`src/rtl/mem_port_arbiter_pkg.sv`:
```
// mem_port_arbiter_pkg
// Shared types for the LC-3b memory-port arbiter: the cache line type, the
// arbiter FSM state encoding and the requester identity used for round-robin.
package mem_port_arbiter_pkg;

  typedef logic [127:0] lc3b_line;

  localparam int LC3B_LINE_BITS = $bits(lc3b_line);

  typedef enum logic [2:0] {
    IDLE    = 3'd0,
    SERVE_I = 3'd1,
    SERVE_D = 3'd2,
    RESP_I  = 3'd3,
    RESP_D  = 3'd4
  } arb_state_t;

  typedef enum logic {
    ICACHE = 1'b0,
    DCACHE = 1'b1
  } arb_src_t;

endpackage

```
`src/rtl/mem_port_arbiter_line_reg.sv`:
```
// line_reg
// Load-enabled line-wide holding register with asynchronous active-low clear.
// Ports:
//   clk      in   rising-edge clock
//   reset_n  in   async active-low clear
//   load     in   capture d on the next rising edge
//   d        in   WIDTH-bit data in
//   q        out  WIDTH-bit registered data, held until the next load
module line_reg #(
  parameter int WIDTH = 128
) (
  input  logic             clk,
  input  logic             reset_n,
  input  logic             load,
  input  logic [WIDTH-1:0] d,
  output logic [WIDTH-1:0] q
);

  always_ff @(posedge clk or negedge reset_n) begin
    if (!reset_n) begin
      q <= '0;
    end else if (load) begin
      q <= d;
    end
  end

endmodule

```
`src/rtl/mem_port_arbiter.sv`:
```
// mem_port_arbiter
// Shares the single physical-memory port between the icache miss path and the
// dcache miss/writeback path. One line transaction at a time, round-robin on ties,
// registered line data and a one-cycle resp back to the winning cache.
// Ports:
//   clk, reset_n                       clock, async active-low reset
//   i_read, i_address                  icache fill request (held until i_resp)
//   i_rdata, i_resp                    line and completion pulse to icache
//   d_read, d_write, d_address, d_wdata dcache fill / writeback request
//   d_rdata, d_resp                    line and completion pulse to dcache
//   pmem_read, pmem_write              registered physical-memory strobes
//   pmem_address, pmem_wdata           combinational from the granted side
//   pmem_rdata, pmem_resp              physical-memory read line and done
//
// state   | meaning
// --------+-----------------------------------------------------------
// IDLE    | no transaction; sample requests and grant one side
// SERVE_I | icache read in flight on pmem, wait for pmem_resp
// SERVE_D | dcache read or writeback in flight, wait for pmem_resp
// RESP_I  | one-cycle i_resp pulse, then back to IDLE
// RESP_D  | one-cycle d_resp pulse, then back to IDLE
module mem_port_arbiter
  import mem_port_arbiter_pkg::*;
#(
  parameter int ADDR_WIDTH = 16,
  parameter int LINE_WIDTH = LC3B_LINE_BITS
) (
  input  logic                  clk,
  input  logic                  reset_n,
  input  logic                  i_read,
  input  logic [ADDR_WIDTH-1:0] i_address,
  output logic [LINE_WIDTH-1:0] i_rdata,
  output logic                  i_resp,
  input  logic                  d_read,
  input  logic                  d_write,
  input  logic [ADDR_WIDTH-1:0] d_address,
  input  logic [LINE_WIDTH-1:0] d_wdata,
  output logic [LINE_WIDTH-1:0] d_rdata,
  output logic                  d_resp,
  output logic                  pmem_read,
  output logic                  pmem_write,
  output logic [ADDR_WIDTH-1:0] pmem_address,
  output logic [LINE_WIDTH-1:0] pmem_wdata,
  input  logic [LINE_WIDTH-1:0] pmem_rdata,
  input  logic                  pmem_resp
);

  arb_state_t state;
  arb_src_t   last_grant;
  logic       d_req;
  logic       grant_i;
  logic       grant_d;
  logic       load_i;
  logic       load_d;

  assign d_req = d_read | d_write;

  // Ties go to the side that did not win last; with last_grant reset to ICACHE
  // the dcache takes the first tie after reset.
  always_comb begin
    grant_i = 1'b0;
    grant_d = 1'b0;
    if (state == IDLE) begin
      if (i_read && d_req) begin
        grant_d = (last_grant == ICACHE);
        grant_i = (last_grant == DCACHE);
      end else begin
        grant_i = i_read;
        grant_d = d_req;
      end
    end
  end

  // Strobes are latched at grant and held until pmem_resp so that a requester
  // dropping mid-service cannot cut the pmem handshake short.
  always_ff @(posedge clk or negedge reset_n) begin
    if (!reset_n) begin
      state      <= IDLE;
      last_grant <= ICACHE;
      pmem_read  <= 1'b0;
      pmem_write <= 1'b0;
      i_resp     <= 1'b0;
      d_resp     <= 1'b0;
    end else begin
      i_resp <= 1'b0;
      d_resp <= 1'b0;
      case (state)
        IDLE: begin
          if (grant_i) begin
            state      <= SERVE_I;
            pmem_read  <= 1'b1;
            pmem_write <= 1'b0;
          end else if (grant_d) begin
            state      <= SERVE_D;
            pmem_write <= d_write;
            pmem_read  <= d_read & ~d_write;
          end
        end
        SERVE_I: begin
          if (pmem_resp) begin
            state      <= RESP_I;
            last_grant <= ICACHE;
            pmem_read  <= 1'b0;
            i_resp     <= 1'b1;
          end
        end
        SERVE_D: begin
          if (pmem_resp) begin
            state      <= RESP_D;
            last_grant <= DCACHE;
            pmem_read  <= 1'b0;
            pmem_write <= 1'b0;
            d_resp     <= 1'b1;
          end
        end
        RESP_I, RESP_D: begin
          state <= IDLE;
        end
        default: begin
          state      <= IDLE;
          pmem_read  <= 1'b0;
          pmem_write <= 1'b0;
        end
      endcase
    end
  end

  always_comb begin
    pmem_address = '0;
    pmem_wdata   = '0;
    if (state == SERVE_I) begin
      pmem_address = i_address;
    end else if (state == SERVE_D) begin
      pmem_address = d_address;
      pmem_wdata   = d_wdata;
    end
  end

  // Writebacks leave d_rdata untouched; pmem_read is the latched read-op flag.
  assign load_i = (state == SERVE_I) && pmem_resp;
  assign load_d = (state == SERVE_D) && pmem_resp && pmem_read;

  line_reg #(.WIDTH(LINE_WIDTH)) u_i_line (
    .clk     (clk),
    .reset_n (reset_n),
    .load    (load_i),
    .d       (pmem_rdata),
    .q       (i_rdata)
  );

  line_reg #(.WIDTH(LINE_WIDTH)) u_d_line (
    .clk     (clk),
    .reset_n (reset_n),
    .load    (load_d),
    .d       (pmem_rdata),
    .q       (d_rdata)
  );

endmodule

```
`config.mk`:
```
export PLATFORM = sky130hd
export DESIGN_NAME = mem_port_arbiter
export DESIGN_NICKNAME = d
export VERILOG_FILES = /design/src/rtl/mem_port_arbiter_pkg.sv /design/src/rtl/mem_port_arbiter_line_reg.sv /design/src/rtl/mem_port_arbiter.sv
export SDC_FILE = /design/constraint.sdc
export NUM_CORES = 1
export LEC_CHECK = 0
export CAP_MARGIN = 0
export CORE_AREA = 2 2 275 277
export DETAILED_ROUTE_END_ITERATION = 7
export DIE_AREA = 0 0 277 279
export DONT_BUFFER_PORTS = 1
export REMOVE_ABC_BUFFERS = 1
export SYNTH_ARGS = -nofsm -noshare
export SYNTH_HDL_FRONTEND = slang
export SYNTH_SLANG_ARGS = --single-unit
```
`constraint.sdc`:
```
create_clock -name clk -period 2.8 [get_ports clk]
set_input_delay 0.56 -clock clk [delete_from_list [all_inputs] [get_ports clk]]
set_output_delay 0.56 -clock clk [all_outputs]
set_load 0.03 [all_outputs]
```
==> flow_metrics.py <==
metrics = {
    "timing": {
        "fin_crit_ps": 2800,
        "timing.final.ws_setup_ps": 2.56,
        "slew_violations": 0,
        "skew_ps": 25.7,
        "slew_headroom": 0.628,
        "rsz0062_at_grt": "yes",
        "setup_viol": 0,
        "fin_tns_setup_ps": 0,
        "hold-worst-slack_ps": -312,
        "finalCritPeriodShare": 0.999,
        "finalHoldViolCount": 264,
        "clock.fmax_ghz": 0.357,
        "tightest_slew_ps": 557,
    },
    "yosys": {
        "yosysSeqAreaShare": 0.604,
        "synthesis.area_um2": 10900,
        "syn_inst": 742,
        "avgSynthCellArea_um2": 14.7,
        "synthDistinctLibCells": 30,
        "ys_ff_latch": 264,
        "yosysWarnings": 0,
    },
    "layout": {
        "area_growth_syn_to_layout_pct": 28.4,
        "layout-drive-gt1-share": 0.499,
        "fin_nets": 1128,
        "instances_no_fill": 1863,
        "layout_common_cells": "dfrtp_1 (261), mux2_2 (237), and2_1 (115)",
        "final_common_cell": "dfrtp_1",
    },
    "placed_design": {
        "globalplace.congestion": 0.919,
        "dp.cells": 1768,
        "place_ws_ps": 262,
        "hpwl_um": 47900,
        "port_buffers": 0,
    },
    "setup_path": {
        "cp-end-kind": "output port",
        "cp-start-kind": "register",
        "crit_type": "reg -> out",
        "cp.arrival_ps": 2240,
        "cp-startpoint": "state[2]",
        "cp_max_fo": 42,
        "regToRegStartpoint": "state[2]",
        "cp.required_ps": 2240,
    },
    "floorplan": {
        "num_io_pins": 698,
        "core_um2": 74100,
        "die_h_um": 279,
        "placement_rows": 100,
        "chipWidth_um": 277,
        "start_util": 0.148,
        "die_area_um2": 77300,
    },
    "global_route": {
        "grt_max_degree": 265,
        "grt_pass1_wl_um": 74800,
        "grt_overflow": 0,
        "grt_pass1_vias": 7668,
        "gr-usage-all-layers": 0.143,
        "antenna_found_initial": 71,
    },
    "pwr": {
        "peakVddDrop_v": 0.000707,
        "finalPower_mw": 22.2,
        "power.leakage_nw": 5.87,
        "p_per_area_nw_per_um2": 1580,
    },
    "status": {
        "status": "complete, but fails checks",
        "violations": "negative hold slack",
    },
    "detailed_routing": {
        "drc": 0,
        "via_count": 7063,
        "wl_per_cell_um": 31.0,
        "drt-initial-drc-count": 345,
        "via_per_inst": 3.79,
        "drt_wl_total_um": 57800,
        "firstDrtPassIters": 4,
        "postRouteAntennaNets": 0,
    },
    "clock_network": {
        "cts_inserted_buffers": 29,
        "cts.sinks": 264,
        "clkLatencyLatePin_ps": 580,
        "htreeDepth": 1,
        "clk_pin_slew_ps": 60,
        "clockBufferDepth": 3,
        "cts_tree": "done",
        "cts_root_buf": "clkbuf_16",
    },
    "run": {
        "cap_viol_max_count": 0,
    },
    "worst_hold_path": {
        "hold_class": "in -> async",
    },
}
==> registers in the layout, indices dropped and copies added, names as in the netlist <==
| register | flops |
|---|---|
| pmem_read | 1 |
| u_i_line.q | 128 |
| u_d_line.q | 128 |
| last_grant | 1 |
| pmem_write | 1 |
| d_resp | 1 |
| i_resp | 1 |
| state | 3 |
==> cells by family after synthesis <==
logic type             Yosys count  share of synthesized area
AND/OR/NAND/NOR                143                     0.0827
buffers and inverters           51                     0.0281
flip-flops                     264                      0.604
multiplexers                   256                      0.264
AO/OA/AOI/OAI                   28                     0.0213
==> metal layers <==
layer  GRT usage  share of wire
met3      0.0781           0.13
met1       0.110           0.26
met5           0         0.0035
met2       0.261           0.52
met4       0.118          0.091
==> synth_stat cells <==
library cell,count,area share
a2111oi_0,1,0.00080
a21bo_2,1,0.00092
a21o_1,1,0.00069
a21oi_1,2,0.00092
a22o_1,16,0.013
a2bb2oi_1,1,0.00080
and2_1,130,0.074
and3_1,1,0.00057
buf_2,8,0.0037
buf_4,20,0.014
buf_6,1,0.0010
buf_8,2,0.0027
clkbuf_1,16,0.0055
clkinv_2,1,0.00046
dfrtp_1,264,0.60
inv_1,3,0.0010
mux2_1,19,0.020
mux2_2,237,0.24
nand2_2,1,0.00057
nand2b_1,2,0.0011
nand3_1,1,0.00046
nor2_1,1,0.00034
nor2b_1,1,0.00057
nor3_1,4,0.0018
nor3b_2,1,0.0011
nor3b_4,1,0.0017
o2111ai_1,1,0.00080
o211ai_1,3,0.0021
o21bai_1,1,0.00069
o311ai_0,1,0.00080
==> final cells by class <==
| cell class | count | area, um^2 |
|---|---|---|
| diodes | 39 | 97.6 |
| repair buffers | 108 | 937 |
| multi-input cells | 427 | 4120 |
| flip-flops and latches | 264 | 6610 |
| clock buffers | 41 | 851 |
| well taps | 969 | 1210 |
| fillers | 8101 | 60000 |
| inverters | 4 | 17.5 |
| clock inverters | 11 | 193 |
==> where the power goes <==
group          leakage, nW  switching [mW]  internal (mW)
sequential            3.19            5.39           5.67
clock                0.507            1.59           2.56
combinational         2.17            3.99           2.97
==> worst max-delay path: stages, from the launching register on <==
cell and delay [ps]:
dfrtp_2 490, nor3b_4 280, buf_4 160, buf_12 190, and2_1 500
==> worst paths after layout <==
check | endpoint | slack [ps] | cells past startpoint
worst max-delay path | pmem_wdata[39] | 3 | 4
min in group clk | state[1] | 110 | 1
worst min-delay path | u_i_line.q[43] | -310 | 0
worst min register to register | last_grant | 560 | 1
worst max register to register | u_d_line.q[74] | 470 | 5
max in group asynchronous | u_i_line.q[18] | 2690 | 0
==> stage by stage <==
| stage | utilization | instance area, um^2 |
|---|---|---|
| final | 0.189 | 14000 |
| after detailed placement | 0.172 | 12700 |
| after CTS | 0.188 | 13900 |
| after floorplan | - | 10600 |
| after global placement | 0.172 | 12700 |
| after global routing | 0.189 | 14000 |
==> timing repair <==
| item | CTS | global route |
|---|---|---|
| buffers inserted | 3 | 0 |
| endpoints found under the setup margin | 78 | 19 |
| pin swaps | 1 | 0 |
| cloned | 1 | 0 |
| gates resized for setup | 30 | 14 |
| hold endpoints to repair | 264 | 264 |
Power figures use the tool's default switching activity.
